`src/rtl/wallace_tree_accum_pkg.sv`:
```
// ---------------------------------------------------------------------------
// wallace_pkg
// Default sizing constants and elaboration-time helper functions for
// wallace_tree_accum. It sizes the output word, gives the reduction-depth
// hint, and supplies the vector counts per carry-save stage that the tree's
// generate loops use.
// ---------------------------------------------------------------------------
package wallace_pkg;

    localparam int DEF_N_INPUTS    = 4;
    localparam int DEF_WEIGHT_BITS = 3;
    localparam int DEF_INPUT_BITS  = 1;

    // floor(log2 n) + w + i + 1
    function automatic int calc_sum_bits(input int n, input int w, input int i);
        int lg;
        int v;
        lg = 0;
        v  = n;
        while (v > 1) begin
            v  = v / 2;
            lg = lg + 1;
        end
        return lg + w + i + 1;
    endfunction

    // 1 + ceil(log1.5(n*w/2)).  The loop finds the smallest k with
    // 1.5^k >= n*w/2, in the integer form 2*3^k >= n*w*2^k.
    function automatic int calc_h(input int n, input int w);
        longint lhs;
        longint rhs;
        int     k;
        lhs = 2;
        rhs = longint'(n * w);
        k   = 0;
        while (lhs < rhs) begin
            lhs = lhs * 3;
            rhs = rhs * 2;
            k   = k + 1;
        end
        return 1 + k;
    endfunction

    // Operand vectors left after s word-level 3:2 layers, starting from m.
    function automatic int stage_count(input int m, input int s);
        int n;
        n = m;
        for (int k = 0; k < s; k++) begin
            if (n > 2) n = 2 * (n / 3) + (n % 3);
        end
        return n;
    endfunction

    // Number of 3:2 layers needed to bring m vectors down to two.
    function automatic int csa_stages(input int m);
        int n;
        int s;
        n = m;
        s = 0;
        while (n > 2) begin
            n = 2 * (n / 3) + (n % 3);
            s = s + 1;
        end
        return s;
    endfunction

    localparam int DEF_SUM_BITS = calc_sum_bits(DEF_N_INPUTS, DEF_WEIGHT_BITS, DEF_INPUT_BITS);
    localparam int DEF_H        = calc_h(DEF_N_INPUTS, DEF_WEIGHT_BITS);

endpackage

```
`src/rtl/wallace_tree_accum_if.sv`:
```
// ---------------------------------------------------------------------------
// wallace_tree_accum_if
// Operand and result bundle between the partial-product generator (master)
// and the accumulator (slave).
//   multiplicants : packed partial-product rows, row r at [r*WEIGHT_BITS +: WEIGHT_BITS]
//   bias          : neuron bias, weight 2^0
//   baugh_wooley  : sign-correction constant, weight 2^INPUT_BITS
//   sum           : registered total, modulo 2^SUM_BITS
// ---------------------------------------------------------------------------
interface wallace_tree_accum_if
    import wallace_pkg::*;
#(
    parameter int N_INPUTS    = DEF_N_INPUTS,
    parameter int WEIGHT_BITS = DEF_WEIGHT_BITS,
    parameter int INPUT_BITS  = DEF_INPUT_BITS,
    parameter int SUM_BITS    = calc_sum_bits(N_INPUTS, WEIGHT_BITS, INPUT_BITS)
);

    logic [N_INPUTS*INPUT_BITS*WEIGHT_BITS-1:0] multiplicants;
    logic [WEIGHT_BITS-1:0]                     bias;
    logic [SUM_BITS-INPUT_BITS-1:0]             baugh_wooley;
    logic [SUM_BITS-1:0]                        sum;

    modport master (
        output multiplicants,
        output bias,
        output baugh_wooley,
        input  sum
    );

    modport slave (
        input  multiplicants,
        input  bias,
        input  baugh_wooley,
        output sum
    );

endinterface

```
`src/rtl/wallace_tree_accum_csa_3to2.sv`:
```
// ---------------------------------------------------------------------------
// csa_3to2
// One carry-save layer: a row of WIDTH full adders that turns three aligned
// vectors into a sum vector and a carry vector.
//   i_a, i_b, i_c : addends
//   o_sum         : bitwise XOR of the three addends
//   o_carry       : majority shifted up one column; the carry out of the top
//                   column is discarded because the result is modulo 2^WIDTH
// ---------------------------------------------------------------------------
module csa_3to2 #(
    parameter int WIDTH = 7
) (
    input  logic [WIDTH-1:0] i_a,
    input  logic [WIDTH-1:0] i_b,
    input  logic [WIDTH-1:0] i_c,
    output logic [WIDTH-1:0] o_sum,
    output logic [WIDTH-1:0] o_carry
);

    logic [WIDTH-2:0] w_maj;

    assign o_sum   = i_a ^ i_b ^ i_c;
    assign w_maj   = (i_a[WIDTH-2:0] & i_b[WIDTH-2:0])
                   | (i_a[WIDTH-2:0] & i_c[WIDTH-2:0])
                   | (i_b[WIDTH-2:0] & i_c[WIDTH-2:0]);
    assign o_carry = {w_maj, 1'b0};

endmodule

```
`src/rtl/wallace_tree_accum.sv`:
```
// ---------------------------------------------------------------------------
// wallace_tree_accum
// Registered Wallace-tree adder for one neuron. It sums N_INPUTS*INPUT_BITS
// partial-product rows, the bias and the Baugh-Wooley constant. The operands
// pass through layered 3:2 carry-save reduction, then one carry-propagate
// adder, then the output register.
//   clk   : rising-edge clock
//   rst_n : asynchronous active-low reset, clears all registers
//   bus   : wallace_tree_accum_if.slave (operands in, sum out)
// Optional build macro WALLACE_TREE_PIPE_EN: adds a register stage on the
// carry-save pair (S, C) ahead of the final adder, so latency becomes 2.
// ---------------------------------------------------------------------------
module wallace_tree_accum
    import wallace_pkg::*;
#(
    parameter int N_INPUTS    = DEF_N_INPUTS,
    parameter int WEIGHT_BITS = DEF_WEIGHT_BITS,
    parameter int INPUT_BITS  = DEF_INPUT_BITS,
    parameter int SUM_BITS    = calc_sum_bits(N_INPUTS, WEIGHT_BITS, INPUT_BITS)
) (
    input logic                 clk,
    input logic                 rst_n,
    wallace_tree_accum_if.slave bus
);

    localparam int ROWS   = N_INPUTS * INPUT_BITS;
    localparam int M      = ROWS + 2;
    localparam int STAGES = csa_stages(M);

    // w_vec[s][k]: operand vector k entering reduction layer s. Slots beyond
    // the live count of a layer are tied to zero, so every slot has exactly one
    // driver.
    logic [SUM_BITS-1:0] w_vec [0:STAGES][0:M-1];
    logic [SUM_BITS-1:0] w_s;
    logic [SUM_BITS-1:0] w_c;
    logic [SUM_BITS-1:0] w_cpa;
    logic [SUM_BITS-1:0] r_sum;

    // Row r belongs to input bit j = r % INPUT_BITS and carries weight 2^j.
    for (genvar r = 0; r < ROWS; r++) begin : g_rows
        assign w_vec[0][r] =
            SUM_BITS'(bus.multiplicants[r*WEIGHT_BITS +: WEIGHT_BITS]) << (r % INPUT_BITS);
    end
    assign w_vec[0][ROWS]   = SUM_BITS'(bus.bias);
    assign w_vec[0][ROWS+1] = {bus.baugh_wooley, {INPUT_BITS{1'b0}}};

    for (genvar s = 0; s < STAGES; s++) begin : g_stage
        localparam int CNT = stage_count(M, s);
        localparam int G   = CNT / 3;
        localparam int REM = CNT % 3;

        for (genvar g = 0; g < G; g++) begin : g_csa
            csa_3to2 #(
                .WIDTH (SUM_BITS)
            ) u_csa (
                .i_a     (w_vec[s][3*g]),
                .i_b     (w_vec[s][3*g+1]),
                .i_c     (w_vec[s][3*g+2]),
                .o_sum   (w_vec[s+1][2*g]),
                .o_carry (w_vec[s+1][2*g+1])
            );
        end

        // Leftover vectors (fewer than three) skip this layer unchanged.
        for (genvar d = 2*G; d < M; d++) begin : g_fwd
            if (d < 2*G + REM) begin : g_pass
                assign w_vec[s+1][d] = w_vec[s][3*G + d - 2*G];
            end else begin : g_zero
                assign w_vec[s+1][d] = '0;
            end
        end
    end

    assign w_s = w_vec[STAGES][0];
    assign w_c = w_vec[STAGES][1];

`ifdef WALLACE_TREE_PIPE_EN
    logic [SUM_BITS-1:0] r_s;
    logic [SUM_BITS-1:0] r_c;

    always_ff @(posedge clk or negedge rst_n) begin
        if (!rst_n) begin
            r_s <= '0;
            r_c <= '0;
        end else begin
            r_s <= w_s;
            r_c <= w_c;
        end
    end

    assign w_cpa = r_s + r_c;
`else
    assign w_cpa = w_s + w_c;
`endif

    always_ff @(posedge clk or negedge rst_n) begin
        if (!rst_n) begin
            r_sum <= '0;
        end else begin
            r_sum <= w_cpa;
        end
    end

    assign bus.sum = r_sum;

endmodule

```
`src/flat_wrapper.sv`:
```
// flat-port wrapper written by rule: the top's interface ports become plain ports
module wallace_tree_accum_flat import wallace_pkg::*;
#(
    parameter int N_INPUTS    = DEF_N_INPUTS,
    parameter int WEIGHT_BITS = DEF_WEIGHT_BITS,
    parameter int INPUT_BITS  = DEF_INPUT_BITS,
    parameter int SUM_BITS    = calc_sum_bits(N_INPUTS, WEIGHT_BITS, INPUT_BITS)
)
  (clk, rst_n, bus_multiplicants, bus_bias, bus_baugh_wooley, bus_sum);
  wallace_tree_accum_if #(.N_INPUTS(N_INPUTS), .WEIGHT_BITS(WEIGHT_BITS), .INPUT_BITS(INPUT_BITS), .SUM_BITS(SUM_BITS)) bus_i ();
  input logic clk;
  input logic rst_n;
  input wire logic [$bits(bus_i.multiplicants)-1:0] bus_multiplicants;
  input wire logic [$bits(bus_i.bias)-1:0] bus_bias;
  input wire logic [$bits(bus_i.baugh_wooley)-1:0] bus_baugh_wooley;
  output wire logic [$bits(bus_i.sum)-1:0] bus_sum;
  assign bus_i.multiplicants = bus_multiplicants;
  assign bus_i.bias = bus_bias;
  assign bus_i.baugh_wooley = bus_baugh_wooley;
  assign bus_sum = bus_i.sum;
  wallace_tree_accum #(.N_INPUTS(N_INPUTS), .WEIGHT_BITS(WEIGHT_BITS), .INPUT_BITS(INPUT_BITS), .SUM_BITS(SUM_BITS)) u_core (.clk(clk), .rst_n(rst_n), .bus(bus_i));
endmodule
```
`config.mk`:
```
export PLATFORM = sky130hd
export DESIGN_NAME = wallace_tree_accum_flat
export DESIGN_NICKNAME = d
export VERILOG_FILES = /design/src/rtl/wallace_tree_accum_pkg.sv /design/src/rtl/wallace_tree_accum_if.sv /design/src/rtl/wallace_tree_accum_csa_3to2.sv /design/src/rtl/wallace_tree_accum.sv /design/src/flat_wrapper.sv
export SDC_FILE = /design/constraint.sdc
export NUM_CORES = 1
export LEC_CHECK = 0
export CORE_MARGIN = 2
export CORE_UTILIZATION = 40
export DETAILED_ROUTE_END_ITERATION = 12
export GPL_ROUTABILITY_DRIVEN = 1
export PLACE_DENSITY = 0.78
export SLEW_MARGIN = 10
export SYNTH_ARGS = -nofsm -noshare
export SYNTH_HDL_FRONTEND = slang
export SYNTH_SLANG_ARGS = --single-unit
```
`constraint.sdc`:
```
create_clock -name clk -period 0.8 [get_ports clk]
set_input_delay 0.12 -clock clk [delete_from_list [all_inputs] [get_ports clk]]
set_output_delay 0.12 -clock clk [all_outputs]
set_load 0.005 [all_outputs]
```
==> run metrics, run 1 <==
count leader, synth=inv_1; worst ir drop on vdd=between 0.001 and 0.0015 V; pwr/cell area=2100 mW/mm²; DR top layer=met3; Die ar.=0.001955 mm²; element type at the critical path start=input pin; CP Class=in2reg; sequential share of the synthesized area=a little over a quarter; element type at the critical path end=flip-flop; max frequency=between 300 and 400 MHz; CTS Root Cell=clkbuf_4; Final Slew Violations=0; total power draw=between 2000 and 2500 µW; routed length on met1=around 350 µm; PnR worst setup slack=-1.804 ns; DP HPWL=~970 µm; met3 WL=110 µm; Die Wd=around 44 µm; Yosys cell types=10; Sink Count=7; layout cells sized above 1=57.73%; number of global-route vias before repair=between 500 and 600; Site Rows=14; MaxCap Viol Count=0; synth warn=0; critical path required time=just over 0.9 ns; Buffers on Ports=29; area leader, netlist=fa_1; vias per cell=around 4.3; routed length per instance=around 10 µm; Placer Congestion=slightly above 0.7; Hold Buf Count CTS=0; drt total wl=approximately 1.2 mm; flops & latches, synth=7; diode count=0; Die H=roughly 44 µm; CTS Buf Count=3; worst hold path class=in2async; Hold Vio Cnt, Final=0; ys flop type=dfrtp_1; post-synth net total=100; Place WS=-2.606 ns; Crit path arrival time=2.73 ns; largest net degree at the start of global routing=8; period utilization=325.6%; critical path peak fanout=2; total number of vias=485; IO Count=30; core footprint=around 0.0015 mm²; RSZ-0062 raised after global routing=yes; final setup violation count=14; GRT overflow=0; final antenna-violating net count=0; Synth Area per Inst=roughly 11 µm²; clock-pin slew on the worst setup and hold paths=0.05 ns; transition time of the tightest slew-check pin=just under 0.3 ns; Synth async-reset ratio=100.0%; drt drc=0; Leak=roughly 0.00054 µW; total track usage=approximately 15%; post-layout min period=between 2 and 3 ns; CTS Buffer Depth=2; drt pass-1 iters=1; Initial Utilization=between 40% and 50%; violated checks=setup timing; CTS tree=done; Synth top area share=roughly 34%; htree depth=1; commonest cells in the netlist=23 x inv_1, 11 x fa_1, 8 x ha_1; Slew headroom=approximately four fifths; Post-synth EDFFs=0; metal2 WL=~700 µm; 1st-iter DRT viols=0; status=complete, but fails checks; cell area after synthesis=about 650 µm²; Post-Synthesis Cells=58; top cells by area, synth=fa_1 34%, dfrtp_1 27%, ha_1 15%, inv_1 13%, a21oi_2 2.7%; P&R area growth vs syn=60.93%; fin nets=140; initial antenna violation count=0; first-pass GRT wire length=between 2 and 2.5 mm; max FFs per register=7
## area by class of cell
type | count | area, µm²
Fill cell | 127 | 465.4
Multi-Input combinational cell | 28 | 450.4
Timing Repair Buffer | 35 | 267.8
Sequential cell | 7 | 175.2
Inverter | 23 | 101.3
Clock buffer | 4 | 26.28
Tap cell | 16 | 20.02
## cell families (layout without fill, tap and decap cells)
kind of cell | after synthesis | after routing | synth area share (%)
flip-flops | 7 | 7 | 27.08
adder cells (fa/ha/maj) | 19 | 19 | 49.52
buffers and inverters | 23 | 62 | 13.35
AND/OR/NAND/NOR | 3 | 3 | 2.129
XOR/XNOR | 3 | 3 | 4.063
AO/OA/AOI/OAI | 3 | 3 | 3.869
## cells in the final DEF, fill, tap and decap left out
cell type	instances
nor2_1	2
fa_1	6
dlygate4sd2_1	2
buf_6	4
clkdlybuf4s50_1	5
nand2b_4	1
xnor2_2	1
ha_1	5
inv_8	2
clkbuf_4	3
xnor2_1	1
clkbuf_1	1
buf_2	16
a21oi_2	2
inv_1	10
buf_4	6
xor2_1	1
ha_4	3
dfrtp_1	7
a21o_1	1
fa_2	5
inv_2	11
buf_8	2
## worst max-delay path, cell delays in order
cell     delay [ns]
buf_8          0.08
inv_8          0.02
fa_1           0.54
inv_2          0.04
fa_1           0.49
inv_2          0.04
fa_2           0.43
inv_2          0.07
ha_4           0.13
inv_2          0.03
fa_2           0.33
buf_4          0.14
buf_4          0.13
xnor2_2        0.12
## power by group
group	internal [µW]	switching, µW
clock	190	119
combinational	735	593
sequential	516	33.3
## metrics by stage
step           cells  hold WS, ns  util [%]  cell area, µm²  TNS [ns]
3_5_place_dp     106       0.3909     67.86            1022    -14.79
6_report         113       0.1231     69.10            1041    -9.291
4_1_cts          112       0.1286     66.86            1007    -9.302
2_1_floorplan     58      -0.1756         -           689.4    -9.474
3_3_place_gp     106       0.3874     67.86            1022    -14.47
5_1_grt          113       0.1439     69.10            1041    -9.945
## per-layer routing
metal,track usage [%],up-vias
met2,31.18,23
li1,-,240
met1,13.98,222
met4,1.818,0
met3,4.490,0
met5,0,-
## path summary, 6_finish.rpt
path                                      to  cells past startpoint  slack, ns                  from
worst min-delay path       u_core.bus.sum[6]                      1       0.12                 rst_n
min in group clk           u_core.bus.sum[0]                      3       0.31  bus_multiplicants[6]
worst max-delay path       u_core.bus.sum[4]                     14      -1.80  bus_multiplicants[8]
max in group asynchronous  u_core.bus.sum[5]                      1       0.45                 rst_n
## timing repair
item | in CTS | in global routing
setup endpoints to repair | 14 | 14
setup buffers | 2 | 1
gates resized for setup | 101 | 8
pin swaps | 17 | 7
(Power assumes the default switching activity.)
==> run 2, diff against run 1 <==
--- a/config.mk
+++ b/config.mk
@@ -10,6 +10,7 @@
 export DETAILED_ROUTE_END_ITERATION = 12
 export GPL_ROUTABILITY_DRIVEN = 1
 export PLACE_DENSITY = 0.78
+export RECOVER_POWER = 100
 export SLEW_MARGIN = 10
 export SYNTH_ARGS = -nofsm -noshare
 export SYNTH_HDL_FRONTEND = slang
==> run 2 against run 1 <==
- the flow still finishes with violations (setup timing)
- combinational power is essentially flat
- worst hold slack gained 0.070 ns
- wire length is essentially flat
- via count is the same
- critical path type unchanged
- critical endpoint unchanged
- highest routed layer unchanged
==> run metrics, run 2 (synthesis results as in run 1) <==
status=complete, but fails checks; violated checks=setup timing; Hold Buf Count CTS=0 (unchanged); routed length per instance=10.30 µm (about the same); Int Pwr=1440 µW (about the same); max incr delay on CP=0.54 ns (about the same); Placer Congestion=0.7104 (unchanged); Final Slew Violations=0 (unchanged); worst hold path class=in2async; worst path bufs/invs=8 (unchanged); max FFs per register=7 (unchanged); Reg area=175.2 µm² (unchanged); most frequent CP cell=inv_2; diode count=0 (unchanged); layout cells sized above 1=57.73% (unchanged); drt pass-1 iters=1 (unchanged); commonest non-fill, non-tap cell in the layout=buf_2; Leak=0.0005440 µW (about the same); fill count=127 (unchanged); final core occ=69.10% (unchanged); placed cell areas=0.001022 mm² (unchanged); worst hold slack=0.1936 ns (+0.07047 ns); P&R area growth vs syn=60.93% (unchanged); CP delay by family, top=adder cells; largest net degree at the start of global routing=8 (unchanged); final setup violation count=14 (unchanged); IO Count=30 (unchanged); Place WS=-2.606 ns (unchanged); final antenna-violating net count=0 (unchanged); drt total wl=1.164 mm (about the same); Crit path arrival time=2.73 ns (about the same); critical path required time=0.93 ns (about the same); Final Instance Area=0.001041 mm² (unchanged); pwr/cell area=2099 mW/mm² (about the same); Hold Vio Cnt, Final=0 (unchanged); total track usage=14.86% (unchanged); net switching power=745.0 µW (about the same); vias per cell=4.292 (unchanged); Die Wd=44.22 µm (unchanged); clock-pin slew on the worst setup and hold paths=0.05 ns (about the same); CP Class=in2reg; transition time of the tightest slew-check pin=0.2954 ns (+0.005004 ns); period utilization=325.6% (unchanged); Die ar.=0.001955 mm² (unchanged); initial antenna violation count=0 (unchanged); PnR worst setup slack=-1.804 ns (unchanged); multi-input logic area=450.4 µm² (unchanged); number of global-route vias before repair=571 (unchanged); Logic pwr share=60.7% (about the same); first-pass GRT wire length=2.111 mm (unchanged); max frequency=384.0 MHz (unchanged); DP HPWL=970.9 µm (unchanged); Buffers on Ports=29 (unchanged); slowest cell on the critical path=fa_1; htree depth=1 (unchanged); clock power share=14.1% (about the same); GRT overflow=0 (unchanged); Sw Ratio=34.10% (about the same); worst ir drop on vdd=0.001032 V (-0.10%); CTS Buffer Depth=2 (unchanged); CTS Root Cell=clkbuf_4; CP startpoint=bus_multiplicants[8]; CTS tree=done; Die H=44.22 µm (unchanged); RSZ-0062 raised after global routing=yes; 1st-iter DRT viols=0 (unchanged); post-layout min period=2.604 ns (unchanged); sequential share of power=25.1% (about the same); Slew headroom=80.24% (-0.34 points); drt drc=0 (unchanged); fin nets=140 (unchanged); MaxCap Viol Count=0 (unchanged); core footprint=0.001506 mm² (unchanged); critical path peak fanout=2 (unchanged); element type at the critical path end=flip-flop; element type at the critical path start=input pin; CTS Buf Count=3 (unchanged); Sink Count=7 (unchanged); total number of vias=485 (unchanged); CP Cell Sequence=buf_8, inv_8, fa_1, inv_2, fa_1, inv_2, fa_2, inv_2, ha_4, inv_2, fa_2, buf_4, buf_4, xnor2_2; Initial Utilization=42.94% (unchanged); most frequent cells in the layout=16 x buf_2, 11 x inv_2, 10 x inv_1, 7 x dfrtp_1; Site Rows=14 (unchanged)
## run 2: cell count changes in the layout (fill, tap and decap cells not counted), sizes merged
cell and change:
clkdlybuf4s50 -1, dlygate4sd3 +1
## run 2: path summary, 6_finish.rpt
kind / to / slack [ns] / cells after the start
max: u_core.bus.sum[4] / -1.80 / 14
min: u_core.bus.sum[6] / 0.19 / 1
max in group asynchronous: u_core.bus.sum[5] / 0.38 / 1
min in group clk: u_core.bus.sum[0] / 0.31 / 3
## run 2: routing by layer
| metal | global-route usage [%] | wire (µm) | part of all wire (%) | vias to the layer above |
|---|---|---|---|---|
| li1 | - | - | - | 240 |
| met1 | 13.98 | 350 | 30 | 222 |
| met2 | 31.18 | 703 | 60 | 23 |
| met3 | 4.490 | 110 | 9.5 | 0 |
| met4 | 1.818 | 0 | 0 | 0 |
| met5 | 0 | 0 | 0 | - |
## run 2: layout make-up
type	instances	share of cell area [%]
Clock buffer	4	2.524
Inverter	23	9.736
Multi-Input combinational cell	28	43.27
Sequential cell	7	16.83
Tap cell	16	1.923
Timing Repair Buffer	35	25.72
## run 2: repair_timing
item                                   in CTS  in global routing
cloned                                      0                  0
gates resized for setup                   101                  8
setup endpoints to repair                  14                 14
endpoints found under the hold margin       0                  0
pin swaps                                  17                  7
setup buffers                               2                  1
## run 2: through the flow
stage / cells / TNS, ns / power, µW
floorplan: 58 / -9.474 / 1262
global placement: 106 / -14.47 / 1829
detailed placement: 106 / -14.79 / 1881
CTS: 112 / -9.302 / 2125
global route: 113 / -9.945 / 2422
finish: 113 / -9.291 / 2185
## run 2: power by group through the flow
stage	Combinational (µW)	Sequential (µW)	Clock, µW
global route	1520	564	337
detailed placement	1320	563	0
CTS	1250	553	321
floorplan	676	586	0
finish	1330	549	309
global placement	1270	555	0
==> run 3, diff against run 2 <==
--- a/config.mk
+++ b/config.mk
@@ -9,6 +9,7 @@
 export CORE_UTILIZATION = 40
 export DETAILED_ROUTE_END_ITERATION = 12
 export GPL_ROUTABILITY_DRIVEN = 1
+export MAX_ROUTING_LAYER = met4
 export PLACE_DENSITY = 0.78
 export RECOVER_POWER = 100
 export SLEW_MARGIN = 10
==> results of run 3 <==
The final DEF is identical to that of run 2; final timing and power are the same.
Main changes from that run: final weighted congestion in routability-driven placement 0.7104 -> 0.7185; overall routing resource usage 14.86% -> 15.32%
